--- src/rtl/aes_iter_ctrl_if.sv ---
// rtl/aes_iter_ctrl_if.sv - job, round-unit and result handshake bundle for aes_iter_ctrl
interface aes_iter_ctrl_if #(
    parameter int KEY_BITS = 128,
    parameter int DATA_W   = 128
);
    logic                in_valid;
    logic                in_ready;
    logic [DATA_W-1:0]   in_data;
    logic [KEY_BITS-1:0] in_key;

    logic                rnd_req;
    logic [3:0]          rnd_num;
    logic [DATA_W-1:0]   rnd_state;
    logic [KEY_BITS-1:0] rnd_key;
    logic                rnd_ack;
    logic [DATA_W-1:0]   rnd_result;

    logic                out_valid;
    logic                out_ready;
    logic [DATA_W-1:0]   out_data;
    logic                busy;

    modport master (
        output in_valid, in_data, in_key, rnd_ack, rnd_result, out_ready,
        input  in_ready, rnd_req, rnd_num, rnd_state, rnd_key, out_valid, out_data, busy
    );

    modport slave (
        input  in_valid, in_data, in_key, rnd_ack, rnd_result, out_ready,
        output in_ready, rnd_req, rnd_num, rnd_state, rnd_key, out_valid, out_data, busy
    );
endinterface

--- src/rtl/aes_iter_ctrl.sv ---
// rtl/aes_iter_ctrl.sv - iterative AES round sequencer driving an external round unit
// Optional abort input enabled by defining AES_ITER_CTRL_ABORT_EN.
module aes_iter_ctrl #(
    parameter int KEY_BITS = 128,
    parameter int DATA_W   = 128
) (
    input  logic clk,
    input  logic rst_n,
`ifdef AES_ITER_CTRL_ABORT_EN
    input  logic abort,
`endif
    aes_iter_ctrl_if.slave bus
);

    localparam int NR = (KEY_BITS == 128) ? 10 :
                        (KEY_BITS == 192) ? 12 :
                        (KEY_BITS == 256) ? 14 : 0;

    if (NR == 0) begin : g_bad_key_bits
        $error("aes_iter_ctrl: KEY_BITS must be 128, 192 or 256");
    end

    typedef enum logic [1:0] {IDLE, RUN, DONE} fsm_t;

    fsm_t                fsm;
    logic [3:0]          cnt;
    logic [DATA_W-1:0]   state_q;
    logic [KEY_BITS-1:0] key_q;
    logic                in_ready_q;
    logic                rnd_req_q;
    logic                out_valid_q;
    logic                busy_q;
    logic                abort_i;

`ifdef AES_ITER_CTRL_ABORT_EN
    assign abort_i = abort;
`else
    assign abort_i = 1'b0;
`endif

    assign bus.in_ready  = in_ready_q;
    assign bus.rnd_req   = rnd_req_q;
    assign bus.rnd_num   = cnt;
    assign bus.rnd_state = state_q;
    assign bus.rnd_key   = key_q;
    assign bus.out_valid = out_valid_q;
    assign bus.out_data  = state_q;
    assign bus.busy      = busy_q;

    always_ff @(posedge clk or negedge rst_n) begin
        if (!rst_n) begin
            fsm         <= IDLE;
            cnt         <= '0;
            state_q     <= '0;
            key_q       <= '0;
            in_ready_q  <= 1'b1;
            rnd_req_q   <= 1'b0;
            out_valid_q <= 1'b0;
            busy_q      <= 1'b0;
        end else begin
            case (fsm)
                IDLE: begin
                    if (bus.in_valid) begin
                        state_q    <= bus.in_data;
                        key_q      <= bus.in_key;
                        cnt        <= '0;
                        fsm        <= RUN;
                        in_ready_q <= 1'b0;
                        rnd_req_q  <= 1'b1;
                        busy_q     <= 1'b1;
                    end
                end
                RUN: begin
                    // abort wins over a coincident ack: the state register keeps its old value
                    if (abort_i) begin
                        fsm        <= IDLE;
                        cnt        <= '0;
                        rnd_req_q  <= 1'b0;
                        in_ready_q <= 1'b1;
                        busy_q     <= 1'b0;
                    end else if (bus.rnd_ack) begin
                        state_q <= bus.rnd_result;
                        if (cnt == 4'(NR)) begin
                            fsm         <= DONE;
                            rnd_req_q   <= 1'b0;
                            out_valid_q <= 1'b1;
                        end else begin
                            cnt <= cnt + 4'd1;
                        end
                    end
                end
                DONE: begin
                    if (abort_i || bus.out_ready) begin
                        fsm         <= IDLE;
                        out_valid_q <= 1'b0;
                        in_ready_q  <= 1'b1;
                        busy_q      <= 1'b0;
                    end
                end
                default: begin
                    fsm         <= IDLE;
                    rnd_req_q   <= 1'b0;
                    out_valid_q <= 1'b0;
                    in_ready_q  <= 1'b1;
                    busy_q      <= 1'b0;
                end
            endcase
        end
    end

endmodule

--- src/flat_wrapper.sv ---
// flat-port wrapper written by rule: the top's interface ports become plain ports
module aes_iter_ctrl_flat 
#(
    parameter int KEY_BITS = 128,
    parameter int DATA_W   = 128
)
  (clk, rst_n, bus_in_valid, bus_in_data, bus_in_key, bus_rnd_ack, bus_rnd_result, bus_out_ready, bus_in_ready, bus_rnd_req, bus_rnd_num, bus_rnd_state, bus_rnd_key, bus_out_valid, bus_out_data, bus_busy);
  aes_iter_ctrl_if #(.KEY_BITS(KEY_BITS), .DATA_W(DATA_W)) bus_i ();
  input  logic clk;
  input  logic rst_n;
  input wire logic [$bits(bus_i.in_valid)-1:0] bus_in_valid;
  input wire logic [$bits(bus_i.in_data)-1:0] bus_in_data;
  input wire logic [$bits(bus_i.in_key)-1:0] bus_in_key;
  input wire logic [$bits(bus_i.rnd_ack)-1:0] bus_rnd_ack;
  input wire logic [$bits(bus_i.rnd_result)-1:0] bus_rnd_result;
  input wire logic [$bits(bus_i.out_ready)-1:0] bus_out_ready;
  output wire logic [$bits(bus_i.in_ready)-1:0] bus_in_ready;
  output wire logic [$bits(bus_i.rnd_req)-1:0] bus_rnd_req;
  output wire logic [$bits(bus_i.rnd_num)-1:0] bus_rnd_num;
  output wire logic [$bits(bus_i.rnd_state)-1:0] bus_rnd_state;
  output wire logic [$bits(bus_i.rnd_key)-1:0] bus_rnd_key;
  output wire logic [$bits(bus_i.out_valid)-1:0] bus_out_valid;
  output wire logic [$bits(bus_i.out_data)-1:0] bus_out_data;
  output wire logic [$bits(bus_i.busy)-1:0] bus_busy;
  assign bus_i.in_valid = bus_in_valid;
  assign bus_i.in_data = bus_in_data;
  assign bus_i.in_key = bus_in_key;
  assign bus_i.rnd_ack = bus_rnd_ack;
  assign bus_i.rnd_result = bus_rnd_result;
  assign bus_i.out_ready = bus_out_ready;
  assign bus_in_ready = bus_i.in_ready;
  assign bus_rnd_req = bus_i.rnd_req;
  assign bus_rnd_num = bus_i.rnd_num;
  assign bus_rnd_state = bus_i.rnd_state;
  assign bus_rnd_key = bus_i.rnd_key;
  assign bus_out_valid = bus_i.out_valid;
  assign bus_out_data = bus_i.out_data;
  assign bus_busy = bus_i.busy;
  aes_iter_ctrl #(.KEY_BITS(KEY_BITS), .DATA_W(DATA_W)) u_core (.clk(clk), .rst_n(rst_n), .bus(bus_i));
endmodule
--- config.mk ---
export PLATFORM = sky130hd
export DESIGN_NAME = aes_iter_ctrl_flat
export DESIGN_NICKNAME = d
export VERILOG_FILES = /design/src/rtl/aes_iter_ctrl_if.sv /design/src/rtl/aes_iter_ctrl.sv /design/src/flat_wrapper.sv
export SDC_FILE = /design/constraint.sdc
export NUM_CORES = 1
export LEC_CHECK = 0
export CAP_MARGIN = 40
export CORE_AREA = 2 2 303 305
export DETAILED_ROUTE_END_ITERATION = 7
export DIE_AREA = 0 0 305 307
export PLACE_DENSITY = 0.48
export SYNTH_ARGS = -nofsm -noshare
export SYNTH_HDL_FRONTEND = slang
export SYNTH_SLANG_ARGS = --single-unit
--- constraint.sdc ---
create_clock -name clk -period 3.85 [get_ports clk]
set_clock_uncertainty 0.05 [all_clocks]
set_input_delay 0.9625 -clock clk [delete_from_list [all_inputs] [get_ports clk]]
set_output_delay 0.9625 -clock clk [all_outputs]
set_load 0.005 [all_outputs]
; ---- Word level (Yosys, flattened, before mapping)
; Index checks and enable logic that the tools add are counted.
[classes]
n_addsub = 1
multipliers = 0
div = 0
order_cmp = 0
n_eq_ne = 8
shift = 0
mux = 24
bitwise = 3
n_reduce_logical = 9
[op_table]
columns = cell, n
row1 = $mux 128, 2
row2 = $pmux 128 s2, 1
row3 = $reduce_and 4->1, 4
row4 = $mux 4, 3
row5 = $pmux 1 s3, 4
row6 = $mux 1, 8
row7 = $mux 2, 4
row8 = $ne 2x2->1 const B, 4
row9 = $pmux 4 s2, 1
row10 = $pmux 2 s3, 1
row11 = $reduce_and 3->1, 2
row12 = $add 4x1->4 const B, 1
row13 = $eq 4x4->1 const B, 1
row14 = $not 1->1, 3
row15 = $eq 2x1->1 const B, 1
row16 = $eq 2x2->1 const B, 1
row17 = $logic_not 2->1, 1
row18 = $ne 2x1->1 const B, 1
row19 = $reduce_and 2->1, 1
row20 = $reduce_bool 2->1, 1
[word_totals]
ff_bits = 266
latchBits = 0
mem_bits_rw = 0
mem_bits_ro = 0
memories = 0

; ---- Logic depth before layout (Yosys ltp)
[depth]
ltp_word = 4
depth_mapped = 7

; ---- Worst setup path after synthesis
; Ideal clock, no wire load.
[synth_path]
path_kind = input to register
startpoint = in bus_in_valid
endpoint = reg u_core.key_q[0], in the netlist u_core.bus.rnd_key[0]
setup_ps = 127
arrival_time_ps = 1942
t_required_ps = 3673
slack_ps = 1731
path_stages = 5
n_path_buf = 2
path_cell_list = nor2b_1 and2_4 buf_6 buf_6 mux2_1
[synth_between]
elab_chain_len = 1
[synth_rtl]
columns = item, line_no
row1 = start: declaration, flat_wrapper.sv:11  ; input wire logic [$bits(bus_i.in_valid)-1:0] bus_in_valid;
row2 = $reduce_and 2->1 (no line), --
row3 = end signal: assignment, aes_iter_ctrl.sv:65  ; key_q <= bus.in_key;
row4 = end: declaration, aes_iter_ctrl.sv:28  ; logic [KEY_BITS-1:0] key_q;
; No other way between the ends.
; A chain may end at the register's enable or synchronous reset.

; ---- Final worst setup path
[layout_path]
startpoint = reg u_core.state_q[109], in the netlist u_core.bus.out_data[109]
endpoint = out bus_out_data[109]
[layout_lines]
columns = item, line_no
row1 = start: declaration, aes_iter_ctrl.sv:27  ; logic [DATA_W-1:0] state_q;
row2 = start signal: assignment, aes_iter_ctrl.sv:64  ; state_q <= bus.in_data;
row3 = start signal: assignment, aes_iter_ctrl.sv:82  ; state_q <= bus.rnd_result;
row4 = end: declaration, flat_wrapper.sv:23  ; output wire logic [$bits(bus_i.out_data)-1:0] bus_out_data;
; No word-level cell between the ends.

==> flow_metrics.tcl <==
set metrics [dict create \
    status "completed" \
    worstSetupEndpointType "primary output" \
    clock_path_buffers 3 \
    startpoint_type "flip-flop" \
    cts_tree "done" \
    post-route-period-util 0.688 \
    start_util 0.137 \
    portBuffers 780 \
    drv_cap 0 \
    clkPwrFrac 0.184 \
    crit_fanout 3 \
    rsz0062_at_grt "false" \
    layout.nets 2048 \
    critical-path-max-stage-delay_ps 580 \
    synth_area_leaders "dfrtp_1 53%, mux2_1 11%, a21oi_1 10%" \
    grt_use_total 0.109 \
    insertion_delay_ps 540 \
    grt-ovfl-total 0 \
    finalNonFillerCells 2869 \
    synth_top_family_by_area "multiplexers" \
    p_per_area_nw_per_um2 794 \
    firstDrtPassIters 4 \
    syn_nets 1410 \
    yosysUniqueCellTypes 36 \
    dpl.hpwl_mm 40.6 \
    antenna_found_initial 2 \
    routed_wl_mm 53.4 \
    async_flop_share 1.00 \
    post_cts_buffers 0 \
    dieArea_um2 93600 \
    drtAntennaViolNets 0 \
    hold_violations 0 \
    root_buffer "clkbuf_16" \
    path_clk_slew_ps 60 \
    wl_per_cell_um 18.6 \
    synth_top_cell_area_share 0.535 \
    grt_max_degree 126 \
    fillCellCount 9650 \
    seqPwrFrac 0.320 \
    critPathArrivalTime_ps 1640 \
    first_iter_violations 543 \
    yosys.area.top_type "dfrtp_1" \
    dp_cells 2806 \
    synth_edf_count 0 \
    yosys-top-cells-count "265 x dfrtp_1, 258 x a21oi_1, 149 x buf_4, 129 x mux2i_1, 120 x mux2_1" \
    multi_input_area_um2 4280 \
    grt_pass1_wl_mm 76.2 \
    cts_resized 0 \
    worst_slew_pin_slew_ps 808 \
    internal-power_uw 11400 \
    period_needed_ps 2650 \
    critPathRequiredTime_ps 2840 \
    numClockSinks 266 \
    reg2reg_slack_ps 1690 \
    max_freq_mhz 378 \
    die_w_um 305 \
    vdd_drop_max_uv 291 \
    ys_ff_latch 266 \
    maxSlewViolCount 0 \
    synth_compound_area_frac 0.112 \
    p_total_uw 17200 \
    crit_chain "clkdlybuf4s50_1" \
    h-tree-depth 2 \
    gp_congestion 0.830 \
    switching_share 0.339 \
    hold_path.class "in2async" \
    path_buf_inv 1 \
    cts_made_buffers 35 \
    path_class "reg2out" \
    p_leak_uw 0.00899 \
    combPwrFrac 0.496 \
    io_pins 781 \
    die_y_um 307 \
    max-slew-margin-rel 0.461 \
    synthesis.area_um2 12400 \
    ys_seq_area_frac 0.537 \
    final.setup.tns_ps 0 \
    synthSimpleGateAreaFrac 0.00808 \
    core_area_um2 90700 \
    avgSynthCellArea_um2 12.2 \
    yosys.cell_count.top_type "dfrtp_1" \
    reg2reg_depth 4 \
    synth-adder-area-share 0.00202 \
    remaining_drc_errors 0 \
    postSynthCellCount 1019 \
    reg2reg_to "u_core.bus.out_data[58]" \
    area_delta_synth_final_pct 74.7 \
    setup_viol 0 \
    via_count 10348 \
    muxShareOfSynthArea 0.222 \
    via_per_inst 3.61 \
    regArea_um2 6660 \
    ys_warn_count 0 \
    fp-row-count 111 \
    crit_family "buffers and inverters" \
    synth-xor-area-share 0 \
    r2r-start "u_core.fsm[0]" \
    grt_pass1_vias 10963 \
    crit_path_top_delay_cell "clkdlybuf4s50_1" \
    drive_gt1_frac 0.0523 \
    synth_flop_cell "dfrtp_1" \
    switching_power_uw 5830 \
    hold_buffers 0 \
]
cell type report:
type / count / area share
clock inverters: 11 / 0.00439
inverters: 6 / 0.00116
repair buffers: 801 / 0.375
well taps: 1186 / 0.0685
multi-input cells: 547 / 0.197
clock buffers: 51 / 0.0460
diodes: 1 / 0.000116
flip-flops and latches: 266 / 0.307
routing by layer:
| layer | up-vias | wire length [µm] | global-route usage |
|---|---|---|---|
| li1 | 4751 | - | - |
| met1 | 5063 | 21600 | 0.132 |
| met2 | 476 | 26600 | 0.188 |
| met3 | 56 | 3850 | 0.0278 |
| met4 | 2 | 1260 | 0.0318 |
| met5 | - | 13 | 0 |
per-stage QoR:
step	cell area, µm²	worst slack (ps)	hold slack (ps)	utilization
floorplan	12400	1730	432	-
finish	21700	1200	350	0.239
detailed placement	20600	660	425	0.227
CTS	21700	1140	353	0.239
global placement	20600	704	420	0.227
global route	21700	1140	383	0.239
power groups by stage:
stage | registers [µW] | clock network, µW | logic (µW)
final | 5500 | 3160 | 8530
after CTS | 5530 | 3300 | 8690
after global placement | 5520 | 0 | 8600
after detailed placement | 5530 | 0 | 8660
after floorplan | 5190 | 0 | 3960
after global routing | 5680 | 3430 | 9120
layout by cell type (no fill, tap or decap), types with 3 or more instances in the layout:
master and instances:
a21oi_1 258, buf_12 12, buf_4 9, clkbuf_1 10, clkbuf_16 35, clkbuf_8 6, clkdlybuf4s50_1 779, clkinv_2 6
dfrtp_1 265, inv_1 5, inv_6 3, mux2_1 120, mux2_2 8, mux2i_1 129, nor2_1 4
worst max path at each step:
stage | startpoint | endpoint | slack [ps] | depth (start not counted)
3_5_place_dp | bus_in_valid | u_core.bus.rnd_key[85] | 660 | 5
6_report | u_core.bus.out_data[109] | bus_out_data[109] | 1200 | 1
3_3_place_gp | bus_in_valid | u_core.bus.rnd_key[110] | 700 | 5
5_1_grt | u_core.bus.out_data[40] | bus_rnd_state[40] | 1140 | 1
2_1_floorplan | bus_in_valid | u_core.bus.rnd_key[0] | 1730 | 5
4_1_cts | u_core.bus.out_data[40] | bus_rnd_state[40] | 1140 | 1
cell families (layout without fill, tap and decap cells):
family	count (synthesis)	after routing
AO/OA/AOI/OAI	270	270
flip-flops	266	266
multiplexers	258	258
buffers and inverters	206	869
AND/OR/NAND/NOR	17	17
adder cells (fa/ha/maj)	2	2
other	0	1
state kept, by name, summed over array words and instances (netlist names):
signal                flops
u_core.bus.out_data     128
u_core.bus.rnd_key      128
u_core.bus.rnd_num        4
u_core.fsm                2
u_core.bus.busy           1
u_core.bus.in_ready       1
u_core.bus.out_valid      1
u_core.bus.rnd_req        1
(Power assumes the default switching activity.)
